--- src/rtl/ifetch.sv ---
// Instruction fetch unit: keeps at most one memory request in flight and
// presents fetched instructions on a valid/stall handshake with branch redirect.
module ifetch #(
   parameter int                 WIDTH    = 32,
   parameter logic [WIDTH-1:0]   RESET_PC = '0
) (
   input  logic             clk,
   input  logic             reset,
   output logic [WIDTH-1:0] imem_addr,
   output logic             imem_enable,
   input  logic [WIDTH-1:0] imem_data,
   input  logic             imem_ready,
   input  logic             branch_taken,
   input  logic [WIDTH-1:0] branch_target,
   input  logic             stall,
   output logic [WIDTH-1:0] instr_out,
   output logic [WIDTH-1:0] pc_out,
   output logic             instr_valid
);

   typedef enum logic [1:0] {ST_FETCH, ST_WAIT, ST_DRAIN} state_e;

   state_e           state_q, state_d;
   logic [WIDTH-1:0] pc_q, pc_d;
   logic [WIDTH-1:0] instr_q, instr_d;
   logic [WIDTH-1:0] pco_q, pco_d;
   logic             vld_q, vld_d;
   logic             run_q;
   logic [WIDTH-1:0] target_al;

   assign target_al = {branch_target[WIDTH-1:2], 2'b00};

   // run_q delays the first request by one edge so that reset release only
   // takes effect at the next clock edge.
   // NOTE: sequential state uses non-blocking assignments so every flop samples
   // the pre-edge values regardless of statement order.
   always_ff @(posedge clk or negedge reset) begin
      if (!reset) begin
         state_q <= ST_FETCH;
         pc_q    <= RESET_PC;
         instr_q <= '0;
         pco_q   <= '0;
         vld_q   <= 1'b0;
         run_q   <= 1'b0;
      end else begin
         state_q <= state_d;
         pc_q    <= pc_d;
         instr_q <= instr_d;
         pco_q   <= pco_d;
         vld_q   <= vld_d;
         run_q   <= 1'b1;
      end
   end

   // NOTE: every signal written here gets a default first, so no path can
   // leave one unassigned and infer a latch.
   always_comb begin
      state_d     = state_q;
      pc_d        = pc_q;
      instr_d     = instr_q;
      pco_d       = pco_q;
      vld_d       = vld_q;
      imem_enable = 1'b0;

      if (vld_q && !stall) vld_d = 1'b0;

      case (state_q)
         ST_FETCH: begin
            if (branch_taken) begin
               pc_d = target_al;
            end else if (run_q && !(vld_q && stall)) begin
               imem_enable = 1'b1;
               state_d     = ST_WAIT;
            end
         end
         ST_WAIT: begin
            if (imem_ready) begin
               state_d = ST_FETCH;
               if (!branch_taken) begin
                  instr_d = imem_data;
                  pco_d   = pc_q;
                  vld_d   = 1'b1;
                  pc_d    = pc_q + WIDTH'(4);
               end
            end
            // A redirect with the response still pending must swallow it later.
            if (branch_taken) begin
               pc_d = target_al;
               if (!imem_ready) state_d = ST_DRAIN;
            end
         end
         ST_DRAIN: begin
            if (branch_taken) pc_d = target_al;
            if (imem_ready) state_d = ST_FETCH;
         end
         default: state_d = ST_FETCH;
      endcase

      if (branch_taken) vld_d = 1'b0;
   end

   assign imem_addr   = pc_q;
   assign instr_out   = instr_q;
   assign pc_out      = pco_q;
   assign instr_valid = vld_q;

endmodule

--- config.mk ---
export PLATFORM = sky130hd
export DESIGN_NAME = ifetch
export DESIGN_NICKNAME = d
export VERILOG_FILES = /design/src/rtl/ifetch.sv
export SDC_FILE = /design/constraint.sdc
export NUM_CORES = 1
export LEC_CHECK = 0
export CORE_ASPECT_RATIO = 1.75
export CORE_MARGIN = 1
export CORE_UTILIZATION = 42
export CTS_CLUSTER_DIAMETER = 150
export DETAILED_ROUTE_END_ITERATION = 7
export PLACE_DENSITY = 0.74
export SYNTH_ARGS = -nofsm -noshare
export SYNTH_HDL_FRONTEND = slang
export SYNTH_SLANG_ARGS = --single-unit
export TNS_END_PERCENT = 1
--- constraint.sdc ---
create_clock -name clk -period 2.8 [get_ports clk]
set_clock_uncertainty 0.15 [all_clocks]
set_input_delay 0.28 -clock clk [delete_from_list [all_inputs] [get_ports clk]]
set_output_delay 0.28 -clock clk [all_outputs]
set_load 0.01 [all_outputs]
==> metrics.yaml, run 1 <==
place:
  place.port_buffers: 160
  place_area_um2: 6287
  pre_cts_ws_ns: 0.5209
  gp_congestion: 0.9022
  dp_cells: 678
  hpwl_um: 9237
logic_synthesis:
  synthTopCellsByCount: "96 x dfrtp_1, 57 x mux2_2, 30 x nand2_1"
  synthTopCellsByArea: "dfrtp_1 53%, mux2_2 14%, nand2_1 2.5%"
  ys_seq_area_share_pct: 52.97
  synth_top_cell_area_share_pct: 52.97
  synth_most_common_cell: "dfrtp_1"
  syn_area_per_cell_um2: 11.12
  synth.cell_area_um2: 4536
  synth_cells: 408
  synth-seq-cells: 96
  async_flop_share_pct: 100.0
  ys_types: 48
  synth_top_flop_cell: "dfrtp_1"
  ys_warn_count: 0
  synth_edf_count: 0
  yosysTopAreaCell: "dfrtp_1"
routing:
  ant_nets: 0
  dr.pass1.iters: 5
  drcViolationCount: 0
  drtIter0Drc: 224
  vias: 3976
  wirelength_um: 12560
  avgRoutedWirePerCell_um: 18.07
  viasPerCell: 5.721
critical_path:
  startpoint_type: "flop"
  crit_arrival_ns: 1.82
  crit_start: "state_q[1]"
  worstRegToRegCells: 5
  end_kind: "primary output"
  r2r_slack_ns: 0.69
  reg2reg_to: "imem_addr[24]"
  cp.required_ns: 2.37
  crit_path_end: "imem_enable"
  critPathKind: "reg2out"
  path_max_fanout: 6
  timing.rr.start: "imem_addr[2]"
timing:
  fmax_ghz: 0.4437
  fin_ws_ns: 0.5464
  fin_crit_sh_pct: 80.48
  fin_tns_setup_ns: 0
  finalSetupViolations: 0
  max_slew.worst_pin.slew_ns: 0.8029
  slew_headroom_pct: 46.47
  rsz0062_at_grt: "false"
  maxSlewViolCount: 0
  finalHoldViolCount: 0
  min_period_ns: 2.254
finish:
  final_cell_area_um2: 6618
  nets: 633
  finalNonFillerCells: 695
  diodes: 0
  drive_gt1_share_pct: 17.25
  area_growth_pct: 45.90
  fill_cells: 836
power:
  p_sw_uw: 1532
  ir_drop_mv: 0.5333
  cell_internal_pwr_uw: 3707
  p_sw_share_pct: 29.25
  pwr-share-seq_pct: 40.1
  p_per_area_nw_per_um2: 791.8
  power_frac_clock_pct: 25.2
  power_frac_comb_pct: 34.7
  cellLeakagePower_uw: 0.002692
status:
  status: "complete, no violations"
run:
  maxCapViolations: 0
cts:
  clock-root-buffer: "clkbuf_16"
  cts_max_level: 3
  cts_buffers: 9
  clock_sinks: 96
  clkTransAtPathRegs_ns: 0.07
  cts_max_path_buffers: 2
  cts_tree: "built"
  cts_setup_buffers: 0
  clk_latency_ns: 0.34
die:
  dieArea_um2: 11240
  die_y_um: 139.5
  die_w_um: 80.56
  ios: 167
  start_util_pct: 43.77
  rows: 49
  coreArea_um2: 10360
global_routing:
  antenna_found_initial: 0
  grt_pass1_wl_um: 20430
  gr-total-overflow: 0
  grt_usage_pct: 23.79
  grt_start_max_net_pins: 61
  grt_pass1_vias: 4036
worst_hold_path:
  min_path_type: "reg2reg"
## worst min-delay path by stage
| stage | start | to | cells past startpoint |
|---|---|---|---|
| final | pc_out[13] | pc_out[13] | 2 |
| after global routing | pc_out[7] | pc_out[7] | 1 |
| after CTS | pc_out[28] | pc_out[28] | 2 |
| after detailed placement | reset | instr_out[27] | 1 |
| after global placement | reset | instr_out[30] | 1 |
| after floorplan | reset | imem_addr[10] | 0 |
## stage by stage
| stage | utilization, % | hold WS, ns | total power [uW] |
|---|---|---|---|
| after detailed placement | 60.68 | 0.2620 | 3957 |
| after floorplan | - | -0.1656 | 2823 |
| after global placement | 60.68 | 0.2524 | 3893 |
| after CTS | 63.87 | 0.3433 | 5295 |
| after global routing | 63.87 | 0.3668 | 5517 |
| final | 63.87 | 0.3387 | 5240 |
## power groups by stage
stage                     Sequential, uW  Clock, uW  Combinational, uW
after floorplan                     2270          0                557
after global placement              2100          0               1800
after detailed placement            2130          0               1830
after CTS                           2100       1350               1840
after global routing                2170       1400               1950
final                               2100       1320               1820
## critical path, stage by stage (launching register included)
cell	delay [ns]
dfrtp_1	0.43
nor2_1	0.24
and4b_1	0.26
clkdlybuf4s50_1	0.56
## flip-flops by register name, indices dropped and copies added (netlist names)
| signal | cells |
|---|---|
| pc_out | 30 |
| instr_valid | 1 |
| state_q | 2 |
| run_q | 1 |
| instr_out | 32 |
| imem_addr | 30 |
## cell type report
class	count	area (um2)	area share, %
Multi-Input combinational cell	275	1987	30.02
Timing Repair Buffer	175	1727	26.09
Inverter	6	22.52	0.3403
Clock inverter	7	95.09	1.437
Clock buffer	9	225.2	3.403
Tap cell	127	158.9	2.401
Sequential cell	96	2402	36.30
## what timing repair did
action,4_1_cts,5_1_grt
gates resized for setup,0,0
endpoints found under the hold margin,59,0
setup endpoints to repair,0,0
hold buffers,1,0
## cell families (layout without fill, tap and decap cells)
logic type / Yosys count / count (layout) / synth area share [%]
and+or+nand+nor: 119 / 119 / 14.54
AOI/OAI and AO/OA: 92 / 92 / 13.82
adders and majority gates: 1 / 1 / 0.2758
DFF: 96 / 96 / 52.97
buffers and inverters: 40 / 197 / 3.862
muxes: 58 / 58 / 14.37
other: 2 / 5 / 0.1656
## layer usage
metal	vias to the layer above	GRT usage, %	share of wire (%)
met4	0	11.28	3.1
met1	1944	26.65	37
met2	166	41.30	53
met5	-	0	0
met3	34	5.705	6.9
li1	1832	-	-
## cell usage in the layout (no fill, tap or decap), types with 2 or more instances in the layout
master / n
a211oi_1: 5
a21oi_1: 20
a22oi_1: 2
a2bb2oi_1: 5
a311oi_1: 7
a31oi_1: 3
a32oi_1: 7
and2_1: 3
and3_1: 6
and4_1: 3
buf_4: 14
bufinv_16: 2
clkbuf_16: 9
clkdlybuf4s50_1: 159
clkinv_2: 2
conb_1: 5
dfrtp_1: 96
inv_1: 6
mux2_2: 57
nand2_1: 30
nand2b_1: 7
nand3_1: 15
nand3b_1: 3
nand4_1: 15
nor2_1: 17
nor4_1: 6
o211ai_1: 5
o21ai_0: 16
o22ai_1: 7
o31ai_1: 2
o32ai_1: 5
o41ai_1: 4
or4_1: 2
No activity file was read; power rests on OpenSTA's default activity.
==> run 2, diff against run 1 <==
CORE_UTILIZATION = 40   (was 42)
clock period = 1.84 ns   (was 2.8 ns; I/O delays follow)
==> run 2 against run 1 <==
Worst hold slack got worse by 0.089 ns. Cell area up 7.8%. Worst setup slack got worse by 0.51 ns. First-iteration DRC count grew 43%. Routed wire length grew 8.7%. Utilization grew 0.40 points. Via count is 5.3% higher. Clock power grew 66%. Critical path type unchanged. Highest routed layer unchanged. Final cell count increased by 7.5%. Sequential share of layout area fell by 2.5 points. Global-route usage increased by 0.93 points.
==> metrics.yaml, run 2 (synthesis gave the netlist of run 1 again) <==
critical_path:
  startpoint_type: "flop"  # unchanged
  cp.required_ns: 1.51  # was 2.37 ns
  cp_cell_sequence: "buf_4 -> clkdlybuf4s50_1"  # was nor2_1 -> and4b_1 -> clkdlybuf4s50_1
  worst-path-buf-inv: 2  # was 1
  crit_arrival_ns: 1.47  # was 1.82 ns
  slowest_stage: "clkdlybuf4s50_1"  # unchanged
  path_max_fanout: 9  # was 6
  cp_top_family: "buffers and inverters"  # unchanged
  critPathKind: "reg2out"  # unchanged
  slowest_delay_ns: 0.53  # was 0.56 ns
  end_kind: "primary output"  # unchanged
cts:
  clk_latency_ns: 0.35  # was 0.34 ns
  cts_buffers: 9  # unchanged
  cts_tree: "built"  # unchanged
  cts_max_path_buffers: 2  # unchanged
  cts_max_level: 3  # unchanged
  clock-root-buffer: "clkbuf_16"  # unchanged
  clkTransAtPathRegs_ns: 0.07  # about the same
  clock_sinks: 96  # unchanged
timing:
  holdWs_ns: 0.2495  # was 0.3387 ns
  rsz0062_at_grt: "true"  # was false
  finalHoldViolCount: 0  # unchanged
  min_period_ns: 1.804
  maxSlewViolCount: 0  # unchanged
  fin_crit_sh_pct: 98.05
  max_slew.worst_pin.slew_ns: 0.5900  # was 0.8029 ns
  fin_tns_setup_ns: 0  # unchanged
  slew_headroom_pct: 60.66  # was 46.47%
  fmax_ghz: 0.5543
  fin_ws_ns: 0.03586  # was 0.5464 ns
  finalSetupViolations: 0  # unchanged
global_routing:
  grt_pass1_wl_um: 21710  # was 20430 um
  grt_start_max_net_pins: 43  # was 61
  grt_pass1_vias: 4356  # was 4036
  grt_usage_pct: 24.72  # was 23.79%
  antenna_found_initial: 0  # unchanged
  gr-total-overflow: 0  # unchanged
place:
  place.port_buffers: 160  # unchanged
  pre_cts_ws_ns: -0.1268  # was 0.5209 ns
  hpwl_um: 10040  # was 9237 um
  place_area_um2: 6734  # was 6287 um2
  gp_congestion: 0.9488  # was 0.9022
finish:
  area_growth_pct: 57.32  # was 45.90%
  layout_common_cells: "156 x clkdlybuf4s50_1, 89 x dfrtp_1, 57 x mux2_2"  # was 159 x clkdlybuf4s50_1, 96 x dfrtp_1, 57 x mux2_2
  diodes: 0  # unchanged
  drive_gt1_share_pct: 25.53  # was 17.25%
  largest_register_ffs: 32  # unchanged
  final_common_cell: "clkdlybuf4s50_1"  # unchanged
  nets: 680  # was 633
  final_cell_area_um2: 7136  # was 6618 um2
routing:
  drcViolationCount: 0  # unchanged
  wirelength_um: 13650  # was 12560 um
  avgRoutedWirePerCell_um: 18.27  # was 18.07 um
  vias: 4186  # was 3976
  viasPerCell: 5.604  # was 5.721
  drtIter0Drc: 321  # was 224
  dr.pass1.iters: 5  # unchanged
  ant_nets: 0  # unchanged
power:
  cellLeakagePower_uw: 0.002984  # was 0.002692 uW
  ir_drop_mv: 0.8389  # was 0.5333 mV
  p_per_area_nw_per_um2: 1177  # was 791.8 nW/um2
  p_total_uw: 8398  # was 5240 uW
worst_hold_path:
  min_path_type: "in2async"  # was reg2reg
run:
  maxCapViolations: 0  # unchanged
status:
  status: "complete, no violations"  # unchanged
die:
  rows: 51  # was 49
  start_util_pct: 40.85  # was 43.77%
  ios: 167  # unchanged
  die_y_um: 142.9  # was 139.5 um
  coreArea_um2: 11100  # was 10360 um2
  dieArea_um2: 11790  # was 11240 um2
  die_w_um: 82.50  # was 80.56 um
[run 2: changes by cell type in the layout (fill, tap and decap cells not counted), sizes merged]
cell / delta
clkinv: -1
dlymetal6s2s: +2
clkdlybuf4s50: -3
dlygate4sd2: +1
buf: +47
clkinvlp: -1
clkbuf: +2
bufinv: +1
inv: -1
[run 2: routing by layer]
layer	share of wire, %	vias to the layer above	global-route usage [%]
met4	3.2	0	11.62
met2	56	179	42.50
met5	0	-	0
met3	5.6	39	6.198
li1	-	1924	-
met1	36	2044	27.91
[run 2: layout make-up]
cell class / instances / area (um2)
clock buffers: 11 / 242.7
clock inverters: 5 / 103.9
fillers: 890 / 3968
inverters: 6 / 22.52
multi-input cells: 275 / 2019
flip-flops and latches: 96 / 2411
well taps: 132 / 165.2
repair buffers: 222 / 2171
[run 2: worst paths after layout]
check,endpoint,slack (ns),depth (start not counted),start
max,imem_addr[6],0.04,2,imem_addr[6]
min,instr_out[31],0.25,2,reset
max reg2reg,imem_addr[27],0.04,5,imem_addr[8]
min reg2reg,pc_out[11],0.33,2,pc_out[11]
max in group asynchronous,pc_out[4],0.72,3,reset
min in group clk,imem_addr[3],0.25,3,branch_target[3]
[run 2: stage by stage]
step	util [%]	std cells
after floorplan	-	411
final	64.27	747
after global placement	60.65	729
after global routing	64.27	747
after detailed placement	60.65	729
after CTS	63.87	746
[run 2: worst register-to-register path: cells and delay by family, from the launching register on]
| kind | cells | cell delay (ns) |
|---|---|---|
| simple gates | 2 | 0.55 |
| flops | 1 | 0.47 |
| buf+inv | 1 | 0.23 |
| compound gates | 2 | 0.31 |
[run 2: what timing repair did]
item / CTS / global route
endpoints found under the setup margin: 3 / 12
buffers inserted: 0 / 1
gates cloned: 0 / 0
hold buffers: 1 / 0
pin swaps: 0 / 5
endpoints found under the hold margin: 40 / 0
resized for setup: 3 / 12
[run 2: power by group]
group	switching [uW]	internal [uW]	total [uW]
Combinational	1200	1870	3080
Sequential	386	2740	3130
Clock	824	1370	2190
Total	2410	5980	8400
